File: config.mk
export PLATFORM = sky130hd
export DESIGN_NAME = shift194_sequencer_flat
export DESIGN_NICKNAME = d
export VERILOG_FILES = /design/src/rtl/shift194_sequencer_if.sv /design/src/rtl/shift194_sequencer.sv /design/src/flat_wrapper.sv
export SDC_FILE = /design/constraint.sdc
export NUM_CORES = 1
export LEC_CHECK = 0
export BUFFER_PORTS_ARGS = -buffer_cell sky130_fd_sc_hd__buf_4
export CORE_ASPECT_RATIO = 0.75
export CORE_MARGIN = 4
export CORE_UTILIZATION = 45
export DETAILED_ROUTE_END_ITERATION = 16
export PLACE_DENSITY = 0.67
export SLEW_MARGIN = 20
export SYNTH_ARGS = -nofsm -noshare
export SYNTH_HDL_FRONTEND = slang
export SYNTH_SLANG_ARGS = --single-unit
File: constraint.sdc
create_clock -name cp -period 3 [get_ports cp]
set_input_delay 0.3 -clock cp [delete_from_list [all_inputs] [get_ports cp]]
set_output_delay 0.3 -clock cp [all_outputs]
set_load 0.05 [all_outputs]
File: src/rtl/shift194_sequencer_if.sv
// Upstream word handshake for the shift194 sequencer: parallel word plus valid/ready.
// Latency: none, this file holds signals only.
// Backpressure: the slave side drives din_ready, and a word moves only when din_valid and din_ready are both high.
interface shift194_sequencer_if #(
  parameter int NIBBLES = 2
);
  logic [4*NIBBLES-1:0] din;
  logic                 din_valid;
  logic                 din_ready;

  modport master (output din, output din_valid, input din_ready);
  modport slave  (input din, input din_valid, output din_ready);
endinterface

File: src/rtl/shift194_sequencer.sv
// Drives a 4-bit universal shift register so that out4 emits each accepted word LSB-first, and also gives a bit strobe and a done pulse.
// Latency: word accepted at edge E0, first bit_stb in cycle E1..E2, then one bit per cycle for the frame, and done one cycle after the last strobe.
// Backpressure: din_ready is high only in IDLE and in the final command cycle of a frame. Optional parity bit: define SHIFT194_PARITY_EN.
module shift194_sequencer #(
  parameter int NIBBLES = 2
) (
  input  logic                    cp,
  input  logic                    mr_,
  shift194_sequencer_if.slave     up,
  output logic                    s1,
  output logic                    s0,
  output logic                    p0,
  output logic                    p1,
  output logic                    p2,
  output logic                    p3,
  output logic                    dsr,
  output logic                    dsl,
  output logic                    bit_stb,
  output logic                    busy,
  output logic                    done
);

  localparam int         WW     = 4 * NIBBLES;
  localparam logic [2:0] K_LAST = 3'(NIBBLES - 1);

`ifdef SHIFT194_PARITY_EN
  typedef enum logic [1:0] {ST_IDLE, ST_LOAD, ST_SHIFT, ST_PAR} state_t;
`else
  typedef enum logic [1:0] {ST_IDLE, ST_LOAD, ST_SHIFT} state_t;
`endif

  // State holds the command being driven to the register in the current cycle.
  state_t          state_q, state_d;
  logic [2:0]      k_q, k_d;         // nibble index within the word
  logic [1:0]      sc_q, sc_d;       // shift count within the nibble (0..2)
  logic [WW-1:0]   word_q, word_d;
  logic [1:0]      mode_q, mode_d;   // {s1,s0}
  logic [3:0]      pnib_q, pnib_d;   // {p3,p2,p1,p0}
  logic            bit_stb_q, fin_stb_q, done_q;
  logic            final_cmd;
  logic [3:0]      nib;

  // Identify the last command of a frame; a new word may be taken on that edge.
  always_comb begin
`ifdef SHIFT194_PARITY_EN
    final_cmd = (state_q == ST_PAR);
`else
    final_cmd = (state_q == ST_SHIFT) && (sc_q == 2'd2) && (k_q == K_LAST);
`endif
    up.din_ready = (state_q == ST_IDLE) || final_cmd;
  end

  // Next-state sequencing: LOAD, then three SHIFTs, for each nibble.
  always_comb begin
    state_d = state_q;
    k_d     = k_q;
    sc_d    = sc_q;
    word_d  = word_q;
    case (state_q)
      ST_LOAD: begin
        state_d = ST_SHIFT;
        sc_d    = 2'd0;
      end
      ST_SHIFT: begin
        if (sc_q != 2'd2) begin
          sc_d = sc_q + 2'd1;
        end else if (k_q != K_LAST) begin
          k_d     = k_q + 3'd1;
          state_d = ST_LOAD;
        end
`ifdef SHIFT194_PARITY_EN
        else begin
          state_d = ST_PAR;
        end
`endif
      end
      default: ;
    endcase
    // Idle or end of frame: start the next word at once, otherwise go idle.
    if (up.din_ready) begin
      if (up.din_valid) begin
        state_d = ST_LOAD;
        k_d     = 3'd0;
        word_d  = up.din;
      end else begin
        state_d = ST_IDLE;
      end
    end
  end

  // Decode the command for the next cycle so the register pins come from flops.
  always_comb begin
    mode_d = 2'b00;
    pnib_d = 4'b0000;
    nib    = 4'b0000;
    for (int i = 0; i < NIBBLES; i++) begin
      if (k_d == 3'(i)) nib = word_d[4*i +: 4];
    end
    case (state_d)
      ST_LOAD: begin
        mode_d = 2'b11;
        // The register's Q3 is out4, so bit0 goes on p3 to leave the register first.
        pnib_d = {nib[0], nib[1], nib[2], nib[3]};
      end
      ST_SHIFT: mode_d = 2'b01;
`ifdef SHIFT194_PARITY_EN
      ST_PAR: begin
        mode_d = 2'b11;
        pnib_d = {^word_d, 3'b111};
      end
`endif
      default: ;
    endcase
  end

  // State, command and strobe registers.
  always_ff @(posedge cp or negedge mr_) begin
    if (!mr_) begin
      state_q   <= ST_IDLE;
      k_q       <= 3'd0;
      sc_q      <= 2'd0;
      word_q    <= '0;
      mode_q    <= 2'b00;
      pnib_q    <= 4'b0000;
      bit_stb_q <= 1'b0;
      fin_stb_q <= 1'b0;
      done_q    <= 1'b0;
    end else begin
      state_q   <= state_d;
      k_q       <= k_d;
      sc_q      <= sc_d;
      word_q    <= word_d;
      mode_q    <= mode_d;
      pnib_q    <= pnib_d;
      bit_stb_q <= (mode_q == 2'b11) || (mode_q == 2'b01);
      fin_stb_q <= final_cmd;
      done_q    <= fin_stb_q;
    end
  end

  assign s1      = mode_q[1];
  assign s0      = mode_q[0];
  assign p3      = pnib_q[3];
  assign p2      = pnib_q[2];
  assign p1      = pnib_q[1];
  assign p0      = pnib_q[0];
  assign dsr     = 1'b1;
  assign dsl     = 1'b1;
  assign bit_stb = bit_stb_q;
  assign busy    = (state_q != ST_IDLE) || bit_stb_q;
  assign done    = done_q;

endmodule

File: src/flat_wrapper.sv
// flat-port wrapper written by rule: the top's interface ports become plain ports
module shift194_sequencer_flat 
#(
  parameter int NIBBLES = 2
)
  (cp, mr_, s1, s0, p0, p1, p2, p3, dsr, dsl, bit_stb, busy, done, up_din, up_din_valid, up_din_ready);
  shift194_sequencer_if #(.NIBBLES(NIBBLES)) up_i ();
  input  logic cp;
  input  logic mr_;
  output logic s1;
  output logic s0;
  output logic p0;
  output logic p1;
  output logic p2;
  output logic p3;
  output logic dsr;
  output logic dsl;
  output logic bit_stb;
  output logic busy;
  output logic done;
  input wire logic [$bits(up_i.din)-1:0] up_din;
  input wire logic [$bits(up_i.din_valid)-1:0] up_din_valid;
  output wire logic [$bits(up_i.din_ready)-1:0] up_din_ready;
  assign up_i.din = up_din;
  assign up_i.din_valid = up_din_valid;
  assign up_din_ready = up_i.din_ready;
  shift194_sequencer #(.NIBBLES(NIBBLES)) u_core (.cp(cp), .mr_(mr_), .up(up_i), .s1(s1), .s0(s0), .p0(p0), .p1(p1), .p2(p2), .p3(p3), .dsr(dsr), .dsl(dsl), .bit_stb(bit_stb), .busy(busy), .done(done));
endmodule
==> results.json <==
{
  "portBuffers": 20,
  "post_cts.resized_instances": 0,
  "flow.area_growth_from_synthesis_pct": 14.4,
  "grt_remaining_overflow": 0,
  "drtAntennaViolNets": 0,
  "synthTopCellsByArea": "sky130_fd_sc_hd__dfrtp_1 (49%), sky130_fd_sc_hd__mux2i_1 (7.4%), sky130_fd_sc_hd__mux2_2 (7.4%), sky130_fd_sc_hd__ha_1 (7.2%), sky130_fd_sc_hd__o32a_1 (3.3%)",
  "max-clock-path-buffers": 2,
  "synth_flop_cell": "sky130_fd_sc_hd__dfrtp_1",
  "finish.cell_count_without_fillers": 157,
  "dp_cells": 153,
  "detailedRoute.firstIterationViolations": 29,
  "core.rowCount": 16,
  "setup-violations-final": 0,
  "worstPathArrival_ps": 2920,
  "synth-warning-count": 0,
  "final.setup.worst_slack_ps": 319,
  "vias_in_the_first_global_route": 866,
  "dpl-instance-area_um2": 1370,
  "final_nets": 141,
  "syn_area_per_cell_um2": 11.8,
  "timing.critical_path.from_type": "register",
  "criticalPathCategory": "register to register",
  "postSynthCellCount": 104,
  "ios": 23,
  "min_period_over_period_pct": 89.4,
  "achievable-frequency_mhz": 373,
  "power_per_cell_area_nw_per_um2": 1020,
  "finalInstanceArea_um2": 1400,
  "worst_pin_slew_ps": 566,
  "core_region_area_um2": 2600,
  "chipWidth_um": 68.2,
  "detailedPlacementHpwl_um": 1770,
  "grtUsageMet3_pct": 5.10,
  "timing.critical_path.required_ps": 3230,
  "antennaDiodeCount": 0,
  "r2r-start": "u_core.k_q[0]",
  "synth_enable_flop_cells": 0,
  "gr-usage-met1_pct": 21.5,
  "min_path_type": "input pin to register",
  "fin_worst_skew_ps": 7.72,
  "worstReg2RegEnd": "u_core.pnib_q[3]",
  "portion_of_the_post_synthesis_area_used_by_sequential_elements_pct": 49.1,
  "drt-vias-per-instance": 5.27,
  "worst_hold_stages": 2,
  "timing.setup.tns_ps": 0,
  "post-route-util_pct": 53.8,
  "netlist_area_um2": 1220,
  "drv_slew": 0,
  "grt_first_pass_wirelength_um": 4050,
  "fin_crit_ps": 2680,
  "cts.root.buffer_cell": "sky130_fd_sc_hd__clkbuf_4",
  "r2r.worst_path.cells": 8,
  "start_point_of_the_worst_hold_path": "up_din[6]",
  "cts_hold_buffers": 1,
  "vias": 827,
  "synth_area_leader_cell": "sky130_fd_sc_hd__dfrtp_1",
  "cts_buf_count": 3,
  "postCtsSetupBuffers": 0,
  "cts.htree.levels": 1,
  "rsz0062_at_grt": "false",
  "grt_antenna_before_repair": 0,
  "groute.layer.met2.usage_pct": 23.4,
  "maximum_number_of_pins_on_one_net_before_global_route_repair": 25,
  "place_ws_ps": 418,
  "synth.ff_latch_count": 24,
  "cts_tree": "done",
  "design.die.area_um2": 3630,
  "outcome": "finished, final reports clean",
  "cts.reportedPaths.clkPinSlew_ps": 130,
  "numClockSinks": 24,
  "path_max_fanout": 11,
  "die_y_um": 53.2,
  "initial_utilization_pct": 47.0,
  "gr-max-usage-layer": "met2",
  "groute.usage.overall_pct": 15.5,
  "r2r_setup_slack_ps": 320,
  "peakVddDrop_mv": 0.627,
  "maxCapViolations": 0,
  "final_layout_size_suffix_gt1_share_pct": 28.1,
  "yosysUniqueCellTypes": 30,
  "routability_congestion_estimate": 0.861,
  "worst_hold_path.endpoint": "u_core.word_q[6]",
  "synth_largest_type_area_fraction_pct": 49.1,
  "routed_wirelength_um": 2410,
  "worstSetupEndpointType": "register",
  "power_leakage_nw": 0.633,
  "clock_insertion_delay_worst_skew_ps": 310,
  "fin_hold_viols": 0,
  "async_flop_share_pct": 100,
  "slew_headroom_pct": 62.3,
  "detail_route.wl_per_cell_um": 15.3,
  "drcViolationCount": 0,
  "drt-pass1-iter-count": 4
}
registers in the layout (all words and copies together), names as in the netlist:
name / cells
u_core.bit_stb: 1
u_core.done: 1
u_core.fin_stb_q: 1
u_core.k_q: 3
u_core.mode_q: 2
u_core.pnib_q: 4
u_core.sc_q: 2
u_core.state_q: 2
u_core.word_q: 8
logic make-up (layout without fill, tap and decap cells):
kind of cell    after synthesis  count (layout)  synth area share (%)
fa+ha+maj                     7               7                  7.16
flops                        24              24                  49.1
mux                          17              17                  14.7
simple gates                 24              24                  11.1
xor+xnor                      2               2                  1.43
buf+inv                      13              29                  6.03
other cells                   1               2                 0.306
compound gates               16              16                  10.1
cells in the final DEF, fill, tap and decap left out, drive strengths merged:
cell	instances
conb	2
o31ai	1
buf	20
dlygate4sd3	1
o21ai	7
and3	1
nand4	5
mux2i	9
xnor2	2
o32a	4
nand2b	3
a21o	1
dfrtp	24
nand2	2
a32oi	1
nor2	6
clkbuf	3
ha	7
inv	5
mux2	8
and2	1
a21oi	1
a22o	1
or2	2
nand3	3
and4b	1
worst max-delay path, stage by stage (launching register included):
cell and delay, ps:
sky130_fd_sc_hd__dfrtp_1 720, sky130_fd_sc_hd__ha_1 300, sky130_fd_sc_hd__and4b_4 270, sky130_fd_sc_hd__or2_1 300, sky130_fd_sc_hd__and2_4 220, sky130_fd_sc_hd__a21o_1 100
sky130_fd_sc_hd__ha_1 300, sky130_fd_sc_hd__nand3_1 180, sky130_fd_sc_hd__o21ai_1 190
worst max path at each step:
stage | start | to | cells past startpoint
2_1_floorplan | u_core.state_q[0] | u_core.pnib_q[0] | 11
4_1_cts | u_core.k_q[0] | u_core.pnib_q[2] | 8
3_3_place_gp | u_core.k_q[0] | u_core.pnib_q[2] | 8
3_5_place_dp | u_core.k_q[0] | u_core.pnib_q[2] | 8
5_1_grt | u_core.k_q[0] | u_core.pnib_q[1] | 8
6_report | u_core.k_q[0] | u_core.pnib_q[3] | 8
routing by layer:
| metal | routed length (um) | vias up | share of wire (%) |
|---|---|---|---|
| met5 | 0 | - | 0 |
| met4 | 10 | 0 | 0.42 |
| met3 | 134 | 2 | 5.6 |
| met2 | 1120 | 20 | 46 |
| met1 | 1150 | 403 | 48 |
| li1 | - | 402 | - |
power by group:
group | internal (mW) | switching (mW) | total, mW
clock network | 0.0470 | 0.0911 | 0.138
logic | 0.297 | 0.477 | 0.774
registers | 0.438 | 0.0724 | 0.511
through the flow:
step / total power, mW / hold WS (ps)
6_report: 1.42 / 208
5_1_grt: 1.52 / 195
4_1_cts: 1.43 / 203
3_5_place_dp: 1.28 / 213
3_3_place_gp: 1.26 / 212
2_1_floorplan: 1.11 / 4.41
cell usage after synthesis (all sizes together), types with 2 or more instances:
| library cell | count |
|---|---|
| dfrtp | 24 |
| mux2i | 9 |
| mux2 | 8 |
| ha | 7 |
| o21ai | 7 |
| nor2 | 6 |
| buf | 5 |
| inv | 5 |
| nand4 | 5 |
| o32a | 4 |
| clkbuf | 3 |
| nand2b | 3 |
| nand3 | 3 |
| nand2 | 2 |
| or2 | 2 |
| xnor2 | 2 |
cell type report:
type	count	area (um2)
tap	36	45.0
inverter	5	18.8
fill	240	1200
timing repair buffer	21	160
clock buffer	3	22.5
multi-input combinational	68	553
sequential	24	601
(Power assumes the default switching activity.)
